==> src/rtl/game_turn_ctrl.sv <==
// Turn controller for a two-player networked battleship game.
// Sequences placement, ready handshake, shooting, defending and game end.
module game_turn_ctrl #(
    parameter int SHIPS   = 10,
    parameter int TIMEOUT = 1_000_000
) (
    input  logic       clk,
    input  logic       rst_n,
    input  logic       is_host,
    input  logic       btn_pick,
    input  logic [7:0] mouse_pos,
    input  logic [3:0] ship_count,
    input  logic [1:0] board_msg,
    input  logic       rx_valid,
    input  logic [1:0] rx_type,
    input  logic [7:0] rx_data,
    input  logic       tx_ready,
    output logic       tx_valid,
    output logic [1:0] tx_type,
    output logic [7:0] tx_data,
    output logic       pick_ship,
    output logic       pick_place,
    output logic [7:0] check_addr,
    output logic       addr_received,
    output logic [1:0] msg_to_board,
    output logic [3:0] my_hits,
    output logic [3:0] enemy_hits,
    output logic       game_over,
    output logic       win
);

    typedef enum logic [3:0] {
        PLACE, SYNC, AIM, SHOT_TX, WAIT_RES,
        ENEMY, CHECK, REPLY, OVER
    } state_t;

    localparam int          TW       = $clog2(TIMEOUT + 1);
    localparam logic [TW-1:0] TMO_LAST = TW'(TIMEOUT - 1);
    localparam logic [3:0]  SHIPS_N  = 4'(SHIPS);

    localparam logic [1:0] T_SHOT = 2'b01;
    localparam logic [1:0] T_RES  = 2'b10;
    localparam logic [1:0] T_RDY  = 2'b11;
    localparam logic [1:0] R_HIT  = 2'b10;
    localparam logic [1:0] R_MISS = 2'b11;

    state_t         state;
    logic [7:0]     target;
    logic [TW-1:0]  tmo;
    logic           peer_rdy;

    logic           click_ok;
    logic           rx_shot;
    logic           rx_res;
    logic           rx_rdy;
    logic           tx_fire;
    logic [3:0]     my_next;
    logic [3:0]     enemy_next;

    assign click_ok   = btn_pick && (mouse_pos[7:4] <= 4'd9)
                                 && (mouse_pos[3:0] <= 4'd9);
    assign rx_shot    = rx_valid && (rx_type == T_SHOT);
    assign rx_res     = rx_valid && (rx_type == T_RES);
    assign rx_rdy     = rx_valid && (rx_type == T_RDY);
    assign tx_fire    = tx_valid && tx_ready;
    assign my_next    = (my_hits == 4'hF) ? my_hits : my_hits + 4'd1;
    assign enemy_next = (enemy_hits == 4'hF) ? enemy_hits : enemy_hits + 4'd1;

    // Aiming cursor is live from target selection until the result lands.
    assign pick_place = (state == AIM) || (state == SHOT_TX)
                     || (state == WAIT_RES);

    // Result is forwarded to the guest board in the cycle it arrives.
    assign msg_to_board = (state == WAIT_RES && rx_res) ? rx_data[1:0] : 2'b00;

    // Main turn sequencer with registered frame and board outputs.
    always_ff @(posedge clk or negedge rst_n) begin
        if (!rst_n) begin
            state         <= PLACE;
            target        <= '0;
            tmo           <= '0;
            peer_rdy      <= 1'b0;
            tx_valid      <= 1'b0;
            tx_type       <= 2'b00;
            tx_data       <= 8'h00;
            pick_ship     <= 1'b0;
            check_addr    <= 8'h00;
            addr_received <= 1'b0;
            my_hits       <= 4'd0;
            enemy_hits    <= 4'd0;
            game_over     <= 1'b0;
            win           <= 1'b0;
        end else begin
            pick_ship     <= 1'b0;
            addr_received <= 1'b0;
            if ((state == PLACE || state == SYNC) && rx_rdy) begin
                peer_rdy <= 1'b1;
            end
            unique case (state)
                PLACE: begin
                    if (ship_count >= SHIPS_N) begin
                        tx_valid <= 1'b1;
                        tx_type  <= T_RDY;
                        tx_data  <= 8'h00;
                        state    <= SYNC;
                    end else if (click_ok) begin
                        pick_ship <= 1'b1;
                    end
                end
                SYNC: begin
                    if (tx_fire) begin
                        tx_valid <= 1'b0;
                    end
                    if ((tx_fire || !tx_valid) && (peer_rdy || rx_rdy)) begin
                        state <= is_host ? AIM : ENEMY;
                    end
                end
                AIM: begin
                    if (click_ok) begin
                        target   <= mouse_pos;
                        tx_valid <= 1'b1;
                        tx_type  <= T_SHOT;
                        tx_data  <= mouse_pos;
                        state    <= SHOT_TX;
                    end
                end
                SHOT_TX: begin
                    if (tx_fire) begin
                        tx_valid <= 1'b0;
                        tmo      <= '0;
                        state    <= WAIT_RES;
                    end
                end
                WAIT_RES: begin
                    if (rx_res) begin
                        unique case (rx_data[1:0])
                            R_HIT: begin
                                my_hits <= my_next;
                                if (my_next == SHIPS_N) begin
                                    game_over <= 1'b1;
                                    win       <= 1'b1;
                                    state     <= OVER;
                                end else begin
                                    state <= AIM;
                                end
                            end
                            R_MISS:  state <= ENEMY;
                            2'b00:   state <= AIM;
                            default: ;
                        endcase
                    end else if (tmo == TMO_LAST) begin
                        tx_valid <= 1'b1;
                        tx_type  <= T_SHOT;
                        tx_data  <= target;
                        state    <= SHOT_TX;
                    end else begin
                        tmo <= tmo + 1'b1;
                    end
                end
                ENEMY: begin
                    if (rx_shot) begin
                        check_addr    <= rx_data;
                        addr_received <= 1'b1;
                        state         <= CHECK;
                    end
                end
                CHECK: begin
                    if (!addr_received) begin
                        tx_valid <= 1'b1;
                        tx_type  <= T_RES;
                        tx_data  <= {6'b0, board_msg};
                        state    <= REPLY;
                    end
                end
                REPLY: begin
                    if (tx_fire) begin
                        tx_valid <= 1'b0;
                        unique case (tx_data[1:0])
                            R_HIT: begin
                                enemy_hits <= enemy_next;
                                if (enemy_next == SHIPS_N) begin
                                    game_over <= 1'b1;
                                    win       <= 1'b0;
                                    state     <= OVER;
                                end else begin
                                    state <= ENEMY;
                                end
                            end
                            R_MISS:  state <= AIM;
                            default: state <= ENEMY;
                        endcase
                    end
                end
                OVER: ;
                default: state <= PLACE;
            endcase
        end
    end

endmodule
==> config.mk <==
export PLATFORM = sky130hd
export DESIGN_NAME = game_turn_ctrl
export DESIGN_NICKNAME = d
export VERILOG_FILES = /design/src/rtl/game_turn_ctrl.sv
export SDC_FILE = /design/constraint.sdc
export NUM_CORES = 1
export LEC_CHECK = 0
export BUFFER_PORTS_ARGS = -buffer_cell sky130_fd_sc_hd__buf_2
export CORE_ASPECT_RATIO = 0.6
export CORE_UTILIZATION = 50
export DETAILED_ROUTE_END_ITERATION = 10
export PLACE_DENSITY_LB_ADDON = 0.12
export SLEW_MARGIN = 20
export SYNTH_ARGS = -nofsm -noshare
export SYNTH_HDL_FRONTEND = slang
export SYNTH_SLANG_ARGS = --single-unit
export TNS_END_PERCENT = 50
==> constraint.sdc <==
create_clock -name clk -period 2.95 [get_ports clk]
set_clock_uncertainty 0.1 [all_clocks]
set_input_delay 0.59 -clock clk [delete_from_list [all_inputs] [get_ports clk]]
set_output_delay 0.59 -clock clk [all_outputs]
set_load 0.1 [all_outputs]
# --- Yosys cells after proc, flatten, opt, wreduce, memory -nomap -nowiden ---
# Index checks and enable logic that the tools add are counted.
op_classes:
  reduce_logical: 31
  n_eq_ne: 38
  mux: 57
  bitwise: 1
  order_cmp: 3
  addsub: 3
ops:
  columns: ["op", "count"]
  rows:
  - ["20-bit 2-to-1 mux", 3]
  - ["4-bit 2-to-1 mux", 13]
  - ["8-bit 2-to-1 mux", 5]
  - ["20-bit case mux with 2 select lines", 1]
  - ["4-bit case mux with 9 select lines", 1]
  - ["8-bit case mux with 4 select lines", 1]
  - ["20-bit by 1-bit adder with 20-bit output (second input constant)", 1]
  - ["20-bit == test (second input constant)", 1]
  - ["4-bit == test (second input constant)", 5]
  - ["1-bit 2-to-1 mux", 20]
  - ["2-bit != test (second input constant)", 10]
  - ["4-bit by 3-bit == test with 1-bit output (second input constant)", 4]
  - ["7-bit AND reduction", 2]
  - ["2-bit == test (second input constant)", 6]
  - ["2-bit 2-to-1 mux", 6]
  - ["2-bit by 1-bit != test with 1-bit output (second input constant)", 6]
  - ["4-bit case mux with 3 select lines", 1]
  - ["10-bit AND reduction", 1]
  - ["1-bit logical AND", 9]
  - ["4-bit by 1-bit adder with 4-bit output (second input constant)", 2]
  - ["4-bit by 2-bit == test with 1-bit output (second input constant)", 2]
  - ["4-bit <= comparator (second input constant)", 2]
  - ["2-bit case mux with 4 select lines", 1]
  - ["4-bit case mux with 2 select lines", 1]
  - ["other kinds (21)", 29]
totals:
  input_bits: 30
  wordCells: 147
  regBits: 64
  output_inout_bits: 34

# --- Depth between registers and ports, before layout ---
depth:
  ltp_word: 7
  depth_mapped: 9
  mapped_depth_nobuf: 8

# --- Least setup slack after synthesis ---
# No wires, ideal clock.
synth_timing:
  path_type: "register to output"
  start: "register state[0]"
  end: "output msg_to_board[0]"
  path_slack_ps: -1111
  path_stages_with_launch: 6
  arrival_ps: 3371
  n_path_buf: 3
  t_required_ps: 2260
  cell_sequence: "dfrtp_1 -> clkbuf_1 -> or4b_1 -> clkbuf_1 -> clkbuf_1 -> nor3_1"
synth_via:
  elab_chain_len: 3
synth_rtl:
  columns: ["item", "line_no", "rtl"]
  rows:
  - ["from (decl)", "47", "state_t state;"]
  - ["from (signal assigned)", "115", "state <= is_host ? AIM : ENEMY;"]
  - ["4-bit by 3-bit == test with 1-bit output", "74", "assign msg_to_board = (state == WAIT_RES && rx_res) ? rx_data[1:0] : 2'b00;"]
  - ["1-bit logical AND", "74", null]
  - ["2-bit 2-to-1 mux", "74", null]
  - ["to (decl)", "25", "output logic [1:0] msg_to_board,"]
# No other way between the ends.

# --- Worst setup path in the final report ---
layout_timing:
  start: "register tmo[0]"
  end: "register tx_type[0]"
layout_via:
  elab_chain_len: 3
layout_rtl:
  columns: ["item", "line_no", "rtl"]
  rows:
  - ["from (decl)", "49", "logic [TW-1:0] tmo;"]
  - ["from (signal assigned)", "157", "tmo <= tmo + 1'b1;"]
  - ["20-bit == test", "151", "end else if (tmo == TMO_LAST) begin"]
  - ["2-bit by 1-bit != test with 1-bit output (no source line)", null, null]
  - ["6-bit AND reduction (no source line)", null, null]
  - ["to (signal assigned)", "122", "tx_type <= T_SHOT;"]
  - ["to (signal assigned)", "153", "tx_type <= T_SHOT;"]
  - ["to (signal assigned)", "170", "tx_type <= T_RES;"]
  - ["to (decl)", "19", "output logic [1:0] tx_type,"]
# No other way between the ends.
# A chain may end at the register's enable or synchronous reset.

==> reports/metrics.yaml <==
die_x_um: 110
worst_pin_slew_ps: 695
cp.required_ps: 3060
cp-endpoint: "tx_type[0]$_DFFE_PN0P_"
cp.depth: 7
gp_congestion: 0.864
cts_hold_buffers: 0
cts_max_path_buffers: 2
fin_cells: 519
critical-path-top-delay-family: "simple AND/OR/NAND/NOR gates"
synth_edf_count: 0
grt_pass1_wl_mm: 14.2
area_delta_synth_final_pct: 21.4
syn_inst: 365
io_pins: 64
p_switching_mw: 0.425
nNetsFinal: 466
core_area_um2: 6710
hold_viol: 0
status: "complete, no violations"
post-cts-setup-buffers: 0
fmax_mhz: 370
hold_ws_ps: 179
reg2reg_to: "tx_type[0]$_DFFE_PN0P_"
cts-root-buf: "clkbuf_16"
cts.sinks: 64
crit_path_end_kind: "flip-flop"
drt_iter0_markers: 279
grt_max_degree: 39
port_buffers: 62
yosysUniqueCellTypes: 47
worstSkewPairLatency_ps: 330
syn-mean-instance-area_um2: 9.54
first_pass_iters: 5
start_util_pct: 51.9
p_clk_share_pct: 50.7
wl_per_cell_um: 16.8
slew_viol_final: 0
synth_flop_cell: "dfrtp_1"
drc_errors: 0
die_h_um: 66.7
reg2reg_depth: 7
dp.cells: 504
via_count: 3059
leakagePower_nw: 2.07
finalWirelength_mm: 8.72
drive_above_1_share_pct: 26.6
p_sw_share_pct: 21.9
row_count: 23
post_cts_resized: 0
grt_pass1_vias: 2751
combPwrFrac_pct: 3.4
yosys_warnings: 0
power_mw: 1.94
vias_per_cell: 5.89
antenna_found_initial: 0
path_cells: "ha_1 > and3_1 > nand3_4 > nor4_4 > a21oi_1 > or4_4 > mux2_4"
num_antenna_cells: 0
p_seq_share_pct: 45.9
synth_area_um2: 3480
r2r-start: "tmo[0]$_DFFE_PN0P_"
ys_ff_latch: 64
relSlewSlack_pct: 53.5
worstSetupStartpointType: "flip-flop"
seq_area_frac_synth_pct: 46.0
overflow: 0
tns_ps: 0
slowest_stage: "or4_4"
globalRouteTotalUtil_pct: 26.3
die_area_um2: 7320
cp_slowest_stage_delay_ps: 640
async_reset_ff_share_pct: 100
crit_type: "flip-flop to flip-flop"
arrival_ps: 2820
r2r_setup_slack_ps: 250
cts_tree: "done"
ant_nets: 0
final-setup-viol-count: 0
dp_hpwl_mm: 6.01
p_int_mw: 1.51
max_cap_violations: 0
cp-startpoint: "tmo[0]$_DFFE_PN0P_"
cts_buffers: 9
critPathBufInv: 0
rsz0062_at_grt: "no"
clkTransAtPathRegs_ps: 50
p_per_area_nw_per_um2: 458
cp_max_fo: 11
hp-class: "input pin to asynchronous set/reset pin"
vdd_drop_max_mv: 0.252
cts_max_level: 3
fin_crit_sh_pct: 91.6
final.min_clock_period_ps: 2700
synth_nets: 403
## placed cells by master, fill, tap and decap left out, types with 14 or more instances in the layout
cell type  synthesis  routed
buf_2              0      59
o21ai_0           43      43
nand2_1           52      52
dfrtp_1           64      64
nor2_1            22      22
nand3_1           14      14
a31oi_1           14      14
mux2_2            14      14
a21oi_1           17      17
## metal layers
| metal | track usage (%) | part of all wire (%) | vias up |
|---|---|---|---|
| li1 | - | - | 1457 |
| met1 | 39.4 | 51 | 1472 |
| met2 | 35.8 | 40 | 122 |
| met3 | 8.02 | 8.3 | 8 |
| met4 | 7.50 | 0.95 | 0 |
| met5 | 0 | 0 | - |
## registers in the layout, summed over array words and instances (netlist names), 2 cells and up, named ones only
name and cells:
check_addr 8, tmo 20, tx_data 8, enemy_hits 3, state 4, tx_type 2, target 8, my_hits 3
## cell families (layout without fill, tap and decap cells)
kind of cell / after synthesis / in the layout / share of synthesized area [%]
compound gates: 99 / 99 / 17.2
flops: 64 / 64 / 46.0
mux: 26 / 26 / 9.27
buf+inv: 29 / 96 / 3.56
simple gates: 136 / 136 / 20.4
xor+xnor: 3 / 3 / 0.754
fa+ha+maj: 8 / 8 / 2.87
## cell usage after synthesis (all sizes together) (2+ instances only)
master / instances / area [um2]
ha: 8 / 100
o21ai: 43 / 215
o41ai: 2 / 17.5
mux2i: 3 / 30.0
nand2b: 4 / 25.0
nand4b: 2 / 17.5
mux2: 23 / 293
nand2: 52 / 195
buf: 3 / 26.3
nor4b: 2 / 23.8
nor4: 4 / 40.0
xnor2: 3 / 26.3
o32ai: 2 / 17.5
nor3: 4 / 20.0
nor2: 22 / 82.6
a22o: 7 / 61.3
dfrtp: 64 / 1600
nand4: 8 / 50.1
and2: 4 / 25.0
inv: 9 / 33.8
nand3b: 3 / 22.5
o211ai: 2 / 15.0
nand3: 15 / 87.6
o31ai: 6 / 45.0
clkbuf: 17 / 63.8
a31oi: 14 / 87.6
a21oi: 17 / 85.1
and3: 8 / 50.1
## worst min-delay path by stage
| stage | end | slack, ps |
|---|---|---|
| after floorplan | asynchronous set/reset pin | 190 |
| after global placement | peer_rdy$_DFFE_PN0P_ | 350 |
| after detailed placement | check_addr[4]$_DFFE_PN0P_ | 360 |
| after CTS | asynchronous set/reset pin | 200 |
| after global routing | asynchronous set/reset pin | 230 |
| final | my_hits[0]$_DFFE_PN0P_ | 180 |
## worst reg2reg max path, delay by kind of cell (launching register included)
| kind | cells | cell delay [ps] |
|---|---|---|
| AOI/OAI and AO/OA | 1 | 130 |
| DFF | 1 | 440 |
| muxes | 1 | 340 |
| and+or+nand+nor | 4 | 1340 |
| adders and majority gates | 1 | 230 |
## cell type report
class                   instances  area (um2)
clock inverters                 3        17.5
clock buffers                  12         256
multi-input cells             272        1770
inverters                       9        33.8
flip-flops and latches         64        1600
repair buffers                 72         443
fillers                       591        2480
well taps                      87         109
## power by group through the flow
stage	clock, mW	combinational (mW)	sequential [mW]
2_1_floorplan	0	0.0164	0.903
6_report	0.983	0.0662	0.890
4_1_cts	1.01	0.0674	0.889
3_5_place_dp	0	0.0671	0.904
5_1_grt	1.04	0.0753	0.889
3_3_place_gp	0	0.0665	0.904
## metrics by stage
| stage | worst slack, ps | instance area, um2 | util [%] |
|---|---|---|---|
| after floorplan | -266 | 3490 | - |
| after global placement | 377 | 3960 | 59.0 |
| after detailed placement | 328 | 3960 | 59.0 |
| after CTS | 266 | 4230 | 63.1 |
| after global routing | 143 | 4230 | 63.1 |
| final | 248 | 4230 | 63.1 |
Note: power is estimated with default switching activity, not from simulation.
